`config.mk`:
```
export PLATFORM = sky130hd
export DESIGN_NAME = lcd_scan_gfx
export DESIGN_NICKNAME = d
export VERILOG_FILES = /design/src/rtl/lcd_scan_gfx.sv
export SDC_FILE = /design/constraint.sdc
export NUM_CORES = 1
export LEC_CHECK = 0
export ABC_AREA = 1
export CAP_MARGIN = 20
export CORE_AREA = 2 2 113 115
export DETAILED_ROUTE_END_ITERATION = 7
export DIE_AREA = 0 0 115 117
export PLACE_DENSITY_LB_ADDON = 0.05
export SLEW_MARGIN = 20
export SYNTH_ARGS = -nofsm -noshare
export SYNTH_HDL_FRONTEND = slang
export SYNTH_SLANG_ARGS = --single-unit
```
`constraint.sdc`:
```
create_clock -name clk -period 5.3 [get_ports clk]
set_input_delay 0.795 -clock clk [delete_from_list [all_inputs] [get_ports clk]]
set_output_delay 0.795 -clock clk [all_outputs]
set_load 0.03 [all_outputs]
```
`src/rtl/lcd_scan_gfx.sv`:
```
// lcd_scan_gfx - graphics layer refresh engine for the S1D13700 core.
//
// The block fetches one VRAM byte at a time through the shared read port.
// It shifts each byte out as two nibbles on the LCD data bus, high nibble
// first, and generates the XSCL, LP and YD panel timing. Screen geometry
// (sad/cr/lf/ap) is copied into shadow registers at each frame start, so
// register writes made mid-frame take effect from the next frame.
//
// Ports
//   clk        system clock, rising edge
//   rst_x      asynchronous active-low reset
//   en         display on; 0 returns the engine to IDLE on the next edge
//   sad        screen start address
//   cr         bytes per line minus 1
//   lf         lines per frame minus 1
//   ap         line-to-line address pitch (zero-extended)
//   mpu_acc    MPU claims the shared VRAM port
//   vram_ce    VRAM read chip enable
//   vram_addr  VRAM read address
//   vram_do    VRAM read data, valid the cycle after vram_ce
//   lcd_d      panel data nibble
//   lcd_xscl   nibble shift clock (panel samples on rising edge)
//   lcd_lp     line latch pulse (2 cycles)
//   lcd_yd     frame marker, high during the LP of the last line
module lcd_scan_gfx (
    input  logic        clk,
    input  logic        rst_x,
    input  logic        en,
    input  logic [12:0] sad,
    input  logic [7:0]  cr,
    input  logic [7:0]  lf,
    input  logic [7:0]  ap,
    input  logic        mpu_acc,
    output logic        vram_ce,
    output logic [12:0] vram_addr,
    input  logic [7:0]  vram_do,
    output logic [3:0]  lcd_d,
    output logic        lcd_xscl,
    output logic        lcd_lp,
    output logic        lcd_yd
);

    typedef enum logic [2:0] {
        ST_IDLE = 3'd0,
        ST_RD   = 3'd1,
        ST_DAT  = 3'd2,
        ST_SH   = 3'd3,
        ST_LP   = 3'd4
    } state_t;

    state_t      state_r, state_s;
    logic [7:0]  col_r, col_s;
    logic [7:0]  line_r, line_s;
    logic [12:0] line_addr_r, line_addr_s;
    logic [12:0] byte_addr_r, byte_addr_s;
    logic [3:0]  sreg_r, sreg_s;
    logic [1:0]  ph_r, ph_s;
    logic [7:0]  cr_sh_r, cr_sh_s;
    logic [7:0]  lf_sh_r, lf_sh_s;
    logic [7:0]  ap_sh_r, ap_sh_s;

    logic        vram_ce_r, vram_ce_s;
    logic [12:0] vram_addr_r, vram_addr_s;
    logic [3:0]  lcd_d_r, lcd_d_s;
    logic        lcd_xscl_r, lcd_xscl_s;
    logic        lcd_lp_r, lcd_lp_s;
    logic        lcd_yd_r, lcd_yd_s;

    // State register
    always_ff @(posedge clk or negedge rst_x) begin
        if (!rst_x) begin
            state_r <= ST_IDLE;
        end else begin
            state_r <= state_s;
        end
    end

    // Next-state logic; RD only advances once a read was actually issued
    always_comb begin
        state_s = state_r;
        if (!en) begin
            state_s = ST_IDLE;
        end else begin
            case (state_r)
                ST_IDLE: state_s = ST_RD;
                ST_RD:   state_s = vram_ce_r ? ST_DAT : ST_RD;
                ST_DAT:  state_s = ST_SH;
                ST_SH: begin
                    if (ph_r == 2'd3) begin
                        state_s = (col_r == cr_sh_r) ? ST_LP : ST_RD;
                    end else begin
                        state_s = ST_SH;
                    end
                end
                ST_LP:   state_s = ph_r[0] ? ST_RD : ST_LP;
                default: state_s = ST_IDLE;
            endcase
        end
    end

    // Datapath next values: counters, addresses, nibble hold, shadows
    always_comb begin
        col_s       = col_r;
        line_s      = line_r;
        line_addr_s = line_addr_r;
        byte_addr_s = byte_addr_r;
        sreg_s      = sreg_r;
        ph_s        = ph_r;
        cr_sh_s     = cr_sh_r;
        lf_sh_s     = lf_sh_r;
        ap_sh_s     = ap_sh_r;
        if (en) begin
            case (state_r)
                ST_IDLE: begin
                    cr_sh_s     = cr;
                    lf_sh_s     = lf;
                    ap_sh_s     = ap;
                    line_addr_s = sad;
                    byte_addr_s = sad;
                    line_s      = 8'd0;
                    col_s       = 8'd0;
                end
                ST_RD: begin
                    ph_s = ph_r;
                end
                ST_DAT: begin
                    sreg_s = vram_do[3:0];
                    ph_s   = 2'd0;
                end
                ST_SH: begin
                    // ph wraps 3->0, so LP starts with ph=0
                    ph_s = ph_r + 2'd1;
                    if ((ph_r == 2'd3) && (col_r != cr_sh_r)) begin
                        col_s       = col_r + 8'd1;
                        byte_addr_s = byte_addr_r + 13'd1;
                    end else begin
                        col_s = col_r;
                    end
                end
                ST_LP: begin
                    ph_s = ph_r + 2'd1;
                    if (ph_r[0]) begin
                        col_s = 8'd0;
                        if (line_r == lf_sh_r) begin
                            // frame start: take fresh geometry
                            line_s      = 8'd0;
                            cr_sh_s     = cr;
                            lf_sh_s     = lf;
                            ap_sh_s     = ap;
                            line_addr_s = sad;
                            byte_addr_s = sad;
                        end else begin
                            line_s      = line_r + 8'd1;
                            line_addr_s = line_addr_r + {5'd0, ap_sh_r};
                            byte_addr_s = line_addr_r + {5'd0, ap_sh_r};
                        end
                    end else begin
                        col_s = col_r;
                    end
                end
                default: begin
                    ph_s = 2'd0;
                end
            endcase
        end else begin
            ph_s = ph_r;
        end
    end

    // Output next values, decoded from the state being entered so that every
    // output is a register. vram_ce for an RD cycle is decided at the edge
    // entering it, so mpu_acc is taken as the claim on the port for that
    // coming cycle.
    always_comb begin
        vram_ce_s   = 1'b0;
        vram_addr_s = vram_addr_r;
        lcd_d_s     = lcd_d_r;
        lcd_xscl_s  = 1'b0;
        lcd_lp_s    = 1'b0;
        lcd_yd_s    = 1'b0;
        if (state_s == ST_IDLE) begin
            vram_addr_s = 13'd0;
            lcd_d_s     = 4'd0;
        end else begin
            if (state_s == ST_RD) begin
                vram_ce_s   = !mpu_acc;
                vram_addr_s = byte_addr_s;
            end else begin
                vram_ce_s = 1'b0;
            end
            // lcd_d moves at ph0/ph2 entry, one cycle before xscl rises
            if (state_r == ST_DAT) begin
                lcd_d_s = vram_do[7:4];
            end else if ((state_r == ST_SH) && (ph_r == 2'd1)) begin
                lcd_d_s = sreg_r;
            end else begin
                lcd_d_s = lcd_d_r;
            end
            lcd_xscl_s = (state_s == ST_SH) && ph_s[0];
            lcd_lp_s   = (state_s == ST_LP);
            lcd_yd_s   = (state_s == ST_LP) && (line_r == lf_sh_r);
        end
    end

    // Datapath and output registers
    always_ff @(posedge clk or negedge rst_x) begin
        if (!rst_x) begin
            col_r       <= 8'd0;
            line_r      <= 8'd0;
            line_addr_r <= 13'd0;
            byte_addr_r <= 13'd0;
            sreg_r      <= 4'd0;
            ph_r        <= 2'd0;
            cr_sh_r     <= 8'd0;
            lf_sh_r     <= 8'd0;
            ap_sh_r     <= 8'd0;
            vram_ce_r   <= 1'b0;
            vram_addr_r <= 13'd0;
            lcd_d_r     <= 4'd0;
            lcd_xscl_r  <= 1'b0;
            lcd_lp_r    <= 1'b0;
            lcd_yd_r    <= 1'b0;
        end else begin
            col_r       <= col_s;
            line_r      <= line_s;
            line_addr_r <= line_addr_s;
            byte_addr_r <= byte_addr_s;
            sreg_r      <= sreg_s;
            ph_r        <= ph_s;
            cr_sh_r     <= cr_sh_s;
            lf_sh_r     <= lf_sh_s;
            ap_sh_r     <= ap_sh_s;
            vram_ce_r   <= vram_ce_s;
            vram_addr_r <= vram_addr_s;
            lcd_d_r     <= lcd_d_s;
            lcd_xscl_r  <= lcd_xscl_s;
            lcd_lp_r    <= lcd_lp_s;
            lcd_yd_r    <= lcd_yd_s;
        end
    end

    assign vram_ce   = vram_ce_r;
    assign vram_addr = vram_addr_r;
    assign lcd_d     = lcd_d_r;
    assign lcd_xscl  = lcd_xscl_r;
    assign lcd_lp    = lcd_lp_r;
    assign lcd_yd    = lcd_yd_r;

endmodule
```
======== Word level (Yosys, flattened, before mapping) ========
Cells that the tools add are included.
operators by class
  add/sub/neg operators ................... 5
  equality and inequality tests ........... 15
  muxes and demuxes ....................... 40
  bitwise operators ....................... 1
  reduce and logical (&&, ||, !) cells .... 18
operators with widths
  operator                 number
  $mux W13                 7
  $mux W8                  10
  $pmux W8 S2              4
  $pmux W13 S3             1
  $pmux W13 S2             1
  $pmux W8 S3              1
  $add A8 B1 Y8 const B    2
  $eq A8 B8 Y1             2
  $pmux W3 S5              1
  $add A13 B1 Y13 const B  1
  $add A13 B8 Y13          1
  $mux W3                  4
  $mux W4                  3
  $eq A3 B2 Y1 const B     3
  $ne A8 B8 Y1             1
  $reduce_and A4 Y1        2
  $eq A3 B1 Y1 const B     2
  $eq A3 B3 Y1 const B     2
  $logic_not A3 Y1         2
  $mux W1                  6
  $ne A2 B2 Y1 const B     3
  $reduce_bool A3 Y1       2
  $logic_and A1 B1 Y1      4
  $pmux W2 S2              1
  10 further kinds         13
word-level totals
  bits in registers ....................... 96
  input bits .............................. 49
  output and inout port bits .............. 21
  logic and storage cells ................. 96

======== Longest topological paths before layout ========
Gate-level depths: netlist of run 1.
  depth after elaboration ................. 8
  depth in mapped cells ................... 14
  mapped depth without buffers ............ 14

======== Least setup slack after synthesis of run 1 ========
OpenSTA, ideal clock, no wires.
  path kind ............................... input to register
  from .................................... in en
  to ...................................... reg line_r[6]
  setup time .............................. 0.122 ns
  data arrival time ....................... 1.808 ns
  path slack .............................. 3.370 ns
  stages .................................. 8
  cell sequence ........................... clkbuf_1 nand2_2 nor2_4 inv_2 nor2_1 nand3_1 o21ai_1 a21oi_1
between the ends
  longest elaborated chain between the ends .. 1
ends and longest elaborated chain
  element                      line  source
  start: declaration           28    input logic en,
  $reduce_and A3 Y1 (no line)  n/a
  end signal: assignment       225   line_r <= line_s;
  end: declaration             53    logic [7:0] line_r, line_s;
No other way between the ends.
A chain may end at the register's enable or synchronous reset.

======== Final worst setup path of run 1 ========
  from .................................... reg ph_r[0]
  to ...................................... reg cr_sh_r[1]
between the ends
  longest elaborated chain between the ends .. 2
ends and longest elaborated chain
  element                      line  source
  start: declaration           57    logic [1:0] ph_r, ph_s;
  start signal: assignment     229   ph_r <= ph_s;
  $ne A2 B2 Y1 (no line)       n/a
  $reduce_and A4 Y1 (no line)  n/a
  end signal: assignment       230   cr_sh_r <= cr_sh_s;
  end: declaration             58    logic [7:0] cr_sh_r, cr_sh_s;
No other way between the ends.

==> run_results.csv, run 1 <==
group,metric,value,unit
drt,wl_per_cell,14.7,µm
cells_and_area,utilization,55.7,%
status,status,"finished clean",
setup_path,worst-endpoint-required,5560,ps
cells_and_area,final_cell_area,6850,µm²
yosys,ys_seq_area_share,41.6,%
drt,avgViaCountPerCell,5.27,
setup_path,worstPathArrival,3080,ps
placed_design,dpl_worst_slack,2160,ps
yosys,synth-edff-count,0,
placed_design,routabilityCongestion,0.889,
sta,worst_slack,2480,ps
floorplan,die_h,117,µm
sta,timing.final.crit_share,53.2,%
placed_design,io_buffers,69,
cts,cts_made_buffers,9,
global_routing,grt_max_degree,50,
floorplan,start_util,46.9,%
sta,rsz0062_at_grt,"false",
yosys,syn_area_per_cell,7.30,µm²
floorplan,pin_count,70,
cts,cts_buffer_depth,2,
global_routing,grt_pass1_vias,5199,
yosys,synth_most_common_cell,"nand2_1",
cells_and_area,fin_nets,917,
yosys,syn_nets,854,
sta,fin_setup_tns,0,ps
yosys,ys_types,42,
drt,wl,14900,µm
floorplan,core,12300,µm²
power_and_ir_drop,p_per_area,372,nW/µm²
sta,clock-skew-final,4.78,ps
cts,clock_latency,350,ps
sta,max_freq,0.355,GHz
setup_path,crit_path_end_kind,"flip-flop",
cts,h-tree-depth,3,
yosys,synth_area_leaders,"dfrtp_1 (42%), nand2_1 (17%), nand3_1 (7.8%)",
drt,remaining_drc_errors,0,
yosys,async_flop_share,100,%
floorplan,dieArea,13500,µm²
drt,drtIter0Drc,333,
yosys,synth_warnings,0,
power_and_ir_drop,max-vdd-ir-drop,145,µV
sta,final-max-slew-violation-count,0,
power_and_ir_drop,cell_internal_pwr,1590,µW
power_and_ir_drop,total_power,2550,µW
global_routing,grt_util_all_layers,23.7,%
yosys,synthCells,791,
global_routing,grt_first_pass_wirelength,25000,µm
yosys,ys_ff_latch,96,
placed_design,dpl.hpwl,11200,µm
cts,cts_sinks,96,
cells_and_area,drive_above_1_share,5.36,%
power_and_ir_drop,pwr-share-comb,34.3,%
cts,post_cts_resized,0,
power_and_ir_drop,sw_frac_of_total,37.6,%
drt,num_vias,5311,
yosys,synth_top_area_cell,"dfrtp_1",
setup_path,crit_path_start_kind,"flip-flop",
sta,tightest_slew,699,ps
job,drv_cap,0,
sta,period_needed,2820,ps
yosys,yosys-top-cells-count,"nand2_1 (267), dfrtp_1 (96), inv_1 (96), nand3_1 (90), nor2_1 (53)",
power_and_ir_drop,power_frac_clock,26.4,%
worst_hold_path,hold_path.class,"in -> async",
drt,postRouteAntennaNets,0,
cts,post-cts-setup-buffers,0,
yosys,synth_area,5770,µm²
cts,clk_pin_slew_worst_paths,60,ps
drt,dr.pass1.iters,5,
sta,relSlewSlack,53.4,%
global_routing,grt_overflow,0,
cells_and_area,area_growth,18.7,%
power_and_ir_drop,leakagePower,0.00330,µW
cts,postCtsHoldBufs,0,
yosys,synth.top_cell.area_share,41.6,%
setup_path,worstPathMaxFanout,43,
cells_and_area,diodes,0,
cts,tritoncts,"built",
power_and_ir_drop,seqPwrFrac,39.3,%
setup_path,rr_startpoint,"ph_r[0]$_DFF_PN0_",
setup_path,setup.worst_path.start,"ph_r[0]$_DFF_PN0_",
placed_design,postPlaceCellArea,6560,µm²
global_routing,antenna_found_initial,0,
sta,setup_viol,0,
setup_path,crit_type,"reg -> reg",
power_and_ir_drop,p_sw,960,µW
yosys,synth-main-ff-cell,"dfrtp_1",
cts,cts_root_buffer,"clkbuf_16",
floorplan,rows,41,
sta,final_hold_viol_count,0,
floorplan,fp.dieW,115,µm
metrics by stage:
step	hold slack [ps]	instances
after global routing	495	1008
final	448	1008
after floorplan	453	791
after detailed placement	458	993
after global placement	460	993
after CTS	474	1008
kinds of logic after synthesis:
logic type               after synthesis  synth area share, %
AND/OR/NAND/NOR                      453                 34.1
buffers and inverters                122                 8.58
flip-flops                            96                 41.6
AO/OA/AOI/OAI                         81                 8.60
XOR/XNOR                              21                 3.19
adder cells (fa/ha/maj)               14                 3.16
multiplexers                           4                0.780
worst max-delay path: stages, from the launching register on:
cell and delay [ps]:
dfrtp_1 510, inv_1 200, nand2_1 420, nand2_2 180, nor2_4 470, nand2_4 260
clkinv_2 470, nand2_1 100, o21ai_1 100
layer usage:
layer / global-route usage, % / routed length, µm
met4: 10.4 / 400
met5: 0 / 0
met3: 3.04 / 589
met1: 31.6 / 6880
met2: 39.0 / 6990
state kept, by name, indices dropped and copies added, names as in the netlist:
signal	cells
byte_addr_r	13
col_r	8
vram_ce	1
sreg_r	4
ap_sh_r	8
ph_r	2
line_r	8
lcd_d	4
lf_sh_r	8
lcd_lp	1
state_r	3
vram_addr	13
lcd_yd	1
lcd_xscl	1
cr_sh_r	8
line_addr_r	13
worst paths after layout:
check | endpoint | slack (ps) | depth (start not counted)
max in group asynchronous | lcd_lp$_DFF_PN0_ | 3790 | 2
min in group clk | vram_addr[0]$_DFFE_PN0P_ | 470 | 2
min reg2reg | vram_addr[0]$_DFFE_PN0P_ | 470 | 2
max reg2reg | cr_sh_r[1]$_DFFE_PN0P_ | 2480 | 8
min | lf_sh_r[5]$_DFFE_PN0P_ | 450 | 1
max | cr_sh_r[1]$_DFFE_PN0P_ | 2480 | 8
power groups by stage:
| stage | Sequential (µW) | Combinational (µW) | Clock [µW] |
|---|---|---|---|
| global route | 1020 | 997 | 714 |
| floorplan | 1030 | 583 | 0 |
| finish | 1000 | 875 | 674 |
| detailed placement | 1010 | 875 | 0 |
| global placement | 1010 | 854 | 0 |
| CTS | 1000 | 881 | 688 |
cells in the final DEF (no fill, tap or decap), types with 7 or more instances in the layout:
master / n
o21ai_0: 17
inv_1: 96
o21ai_1: 14
xor2_1: 14
nand3_1: 90
xnor2_1: 7
ha_1: 13
nand2_1: 267
nand4_1: 13
clkbuf_16: 9
dfrtp_1: 96
a31oi_1: 7
clkdlybuf4s50_1: 68
a21oi_1: 16
nor2_1: 53
area by class of cell:
| type | instances | area [µm²] |
|---|---|---|
| Fill cell | 1215 | 5460 |
| Multi-Input combinational cell | 573 | 2880 |
| Sequential cell | 96 | 2400 |
| Timing Repair Buffer | 70 | 696 |
| Inverter | 104 | 394 |
| Clock buffer | 13 | 260 |
| Tap cell | 150 | 188 |
| Clock inverter | 2 | 38.8 |
(Power assumes the default switching activity.)
==> run 2, diff against run 1 <==
==> constraint.sdc (replaced) <==
create_clock -name clk -period 2.5 [get_ports clk]
set_input_delay 0.375 -clock clk [delete_from_list [all_inputs] [get_ports clk]]
set_output_delay 0.375 -clock clk [all_outputs]
set_load 0.03 [all_outputs]
==> run 2 against run 1 <==
Power rose by 120%. Maximum frequency up 29%. Clock power up 130%. Largest cell class unchanged. Largest power group unchanged.
==> run_results.csv, run 2 (synthesis results as in run 1) <==
group,metric,value,unit
floorplan,pin_count,70,
placed_design,dpl_worst_slack,262,ps
global_routing,grt_max_degree,67,
sta,timing.final.crit_share,87.6,%
setup_path,cp_cell_sequence,"nor2_4, inv_4, nor2_8, inv_2, nor2_4, nor3_1, nand2_1, nand2_1, nor2_2, nand3b_1, nand2_1",
drt,dr.pass1.iters,5,
power_and_ir_drop,max-vdd-ir-drop,331,µV
cts,cts_buffer_depth,2,
setup_path,crit_type,"reg -> reg",
global_routing,grt_overflow,0,
drt,postRouteAntennaNets,0,
setup_path,cp_common_cell,"nand2_1",
cts,h-tree-depth,3,
cts,post-cts-setup-buffers,0,
drt,wl_per_cell,14.7,µm
setup_path,rr_worst_depth,11,
setup_path,cpMaxStageDelayCell,"nor2_2",
floorplan,die_h,117,µm
sta,tightest_slew,644,ps
setup_path,worstPathMaxFanout,13,
sta,hold_ws,468,ps
setup_path,path_buf_inv,2,
cells_and_area,area_growth,21.4,%
sta,final-max-slew-violation-count,0,
status,status,"finished clean",
cells_and_area,drive_above_1_share,6.88,%
floorplan,start_util,46.9,%
setup_path,critPathTopFamily,"simple AND/OR/NAND/NOR gates",
setup_path,crit_path_start_kind,"flip-flop",
power_and_ir_drop,leakagePower,0.00338,µW
cells_and_area,diodes,0,
global_routing,grt_util_all_layers,23.9,%
setup_path,crit_path_end_kind,"flip-flop",
sta,clock-skew-final,8.60,ps
sta,max_freq,0.456,GHz
drt,num_vias,5342,
worst_hold_path,hold_path.class,"reg -> reg",
global_routing,grt_first_pass_wirelength,25100,µm
drt,wl,15000,µm
cells_and_area,final_cell_mix,"nand2_1 (267), inv_1 (96), dfrtp_1 (96)",
setup_path,worstPathArrival,2480,ps
cts,tritoncts,"built",
placed_design,routabilityCongestion,0.921,
cts,cts_root_buffer,"clkbuf_16",
floorplan,fp.dieW,115,µm
cts,clock_latency,360,ps
sta,setup_viol,0,
cells_and_area,fin_nets,931,
job,drv_cap,0,
global_routing,antenna_found_initial,0,
cells_and_area,fin_cells,1022,
floorplan,dieArea,13500,µm²
placed_design,io_buffers,69,
setup_path,cp_slowest_stage_delay,490,ps
sta,final_hold_viol_count,0,
drt,avgViaCountPerCell,5.23,
sta,period_needed,2190,ps
setup_path,path_depth,11,
placed_design,dpl.hpwl,11500,µm
placed_design,dp_cells,1006,
worst_hold_path,hold_depth,2,
sta,fin_setup_tns,0,ps
sta,relSlewSlack,56.8,%
sta,worst_slack,309,ps
sta,rsz0062_at_grt,"false",
cts,cts_sinks,96,
drt,remaining_drc_errors,0,
floorplan,core,12300,µm²
floorplan,rows,41,
power_and_ir_drop,p_per_area,792,nW/µm²
cts,cts_made_buffers,9,
cells_and_area,layout_commonest_cell,"nand2_1",
drt,drtIter0Drc,332,
cts,clk_pin_slew_worst_paths,60,ps
setup_path,worst-endpoint-required,2790,ps
global_routing,grt_pass1_vias,5135,
run 2: routing by layer:
metal / track usage [%] / wire length [µm]
met3: 2.88 / 541
met4: 8.76 / 306
met1: 32.3 / 7140
met2: 39.8 / 7020
met5: 0 / 0
run 2: worst paths after layout:
kind | start | end | slack [ps]
hold reg to reg | vram_addr[3]$_DFFE_PN0P_ | vram_addr[3]$_DFFE_PN0P_ | 470
min in group asynchronous | rst_x | cr_sh_r[6]$_DFFE_PN0P_ | 500
setup reg to reg | state_r[0]$_DFF_PN0_ | vram_addr[5]$_DFFE_PN0P_ | 310
max in group asynchronous | rst_x | vram_addr[4]$_DFFE_PN0P_ | 1300
setup / recovery | state_r[0]$_DFF_PN0_ | vram_addr[5]$_DFFE_PN0P_ | 310
hold / removal | vram_addr[3]$_DFFE_PN0P_ | vram_addr[3]$_DFFE_PN0P_ | 470
run 2: layout make-up:
class / instances / area [µm²]
Multi-Input combinational cell: 573 / 2880
Fill cell: 1188 / 5300
Clock inverter: 4 / 77.6
Clock buffer: 11 / 243
Tap cell: 150 / 188
Timing Repair Buffer: 84 / 828
Inverter: 104 / 394
Sequential cell: 96 / 2400
run 2: through the flow:
step	power, µW	area, µm²	utilization, %
6_report	5550	7010	56.9
5_1_grt	5930	7010	56.9
4_1_cts	5590	7010	56.9
3_5_place_dp	4050	6680	54.2
3_3_place_gp	4020	6680	54.2
2_1_floorplan	3410	5770	-
run 2: worst min-delay path: stages, from the launching register on:
cell,delay (ps)
dfrtp_1,340
nand2_1,50
nand2_1,50
run 2: repair_timing:
item                                    4_1_cts  5_1_grt
hold buffers                                  1        0
gates resized for setup                       0        0
hold endpoints to repair                     30        0
endpoints found under the setup margin        0        0
run 2: power breakdown:
group	internal [µW]	leakage [µW]	switching [µW]
Combinational	726	0.00200	1170
Sequential	1860	0.00122	266
Clock	905	0.000156	623
Total	3490	0.00338	2060
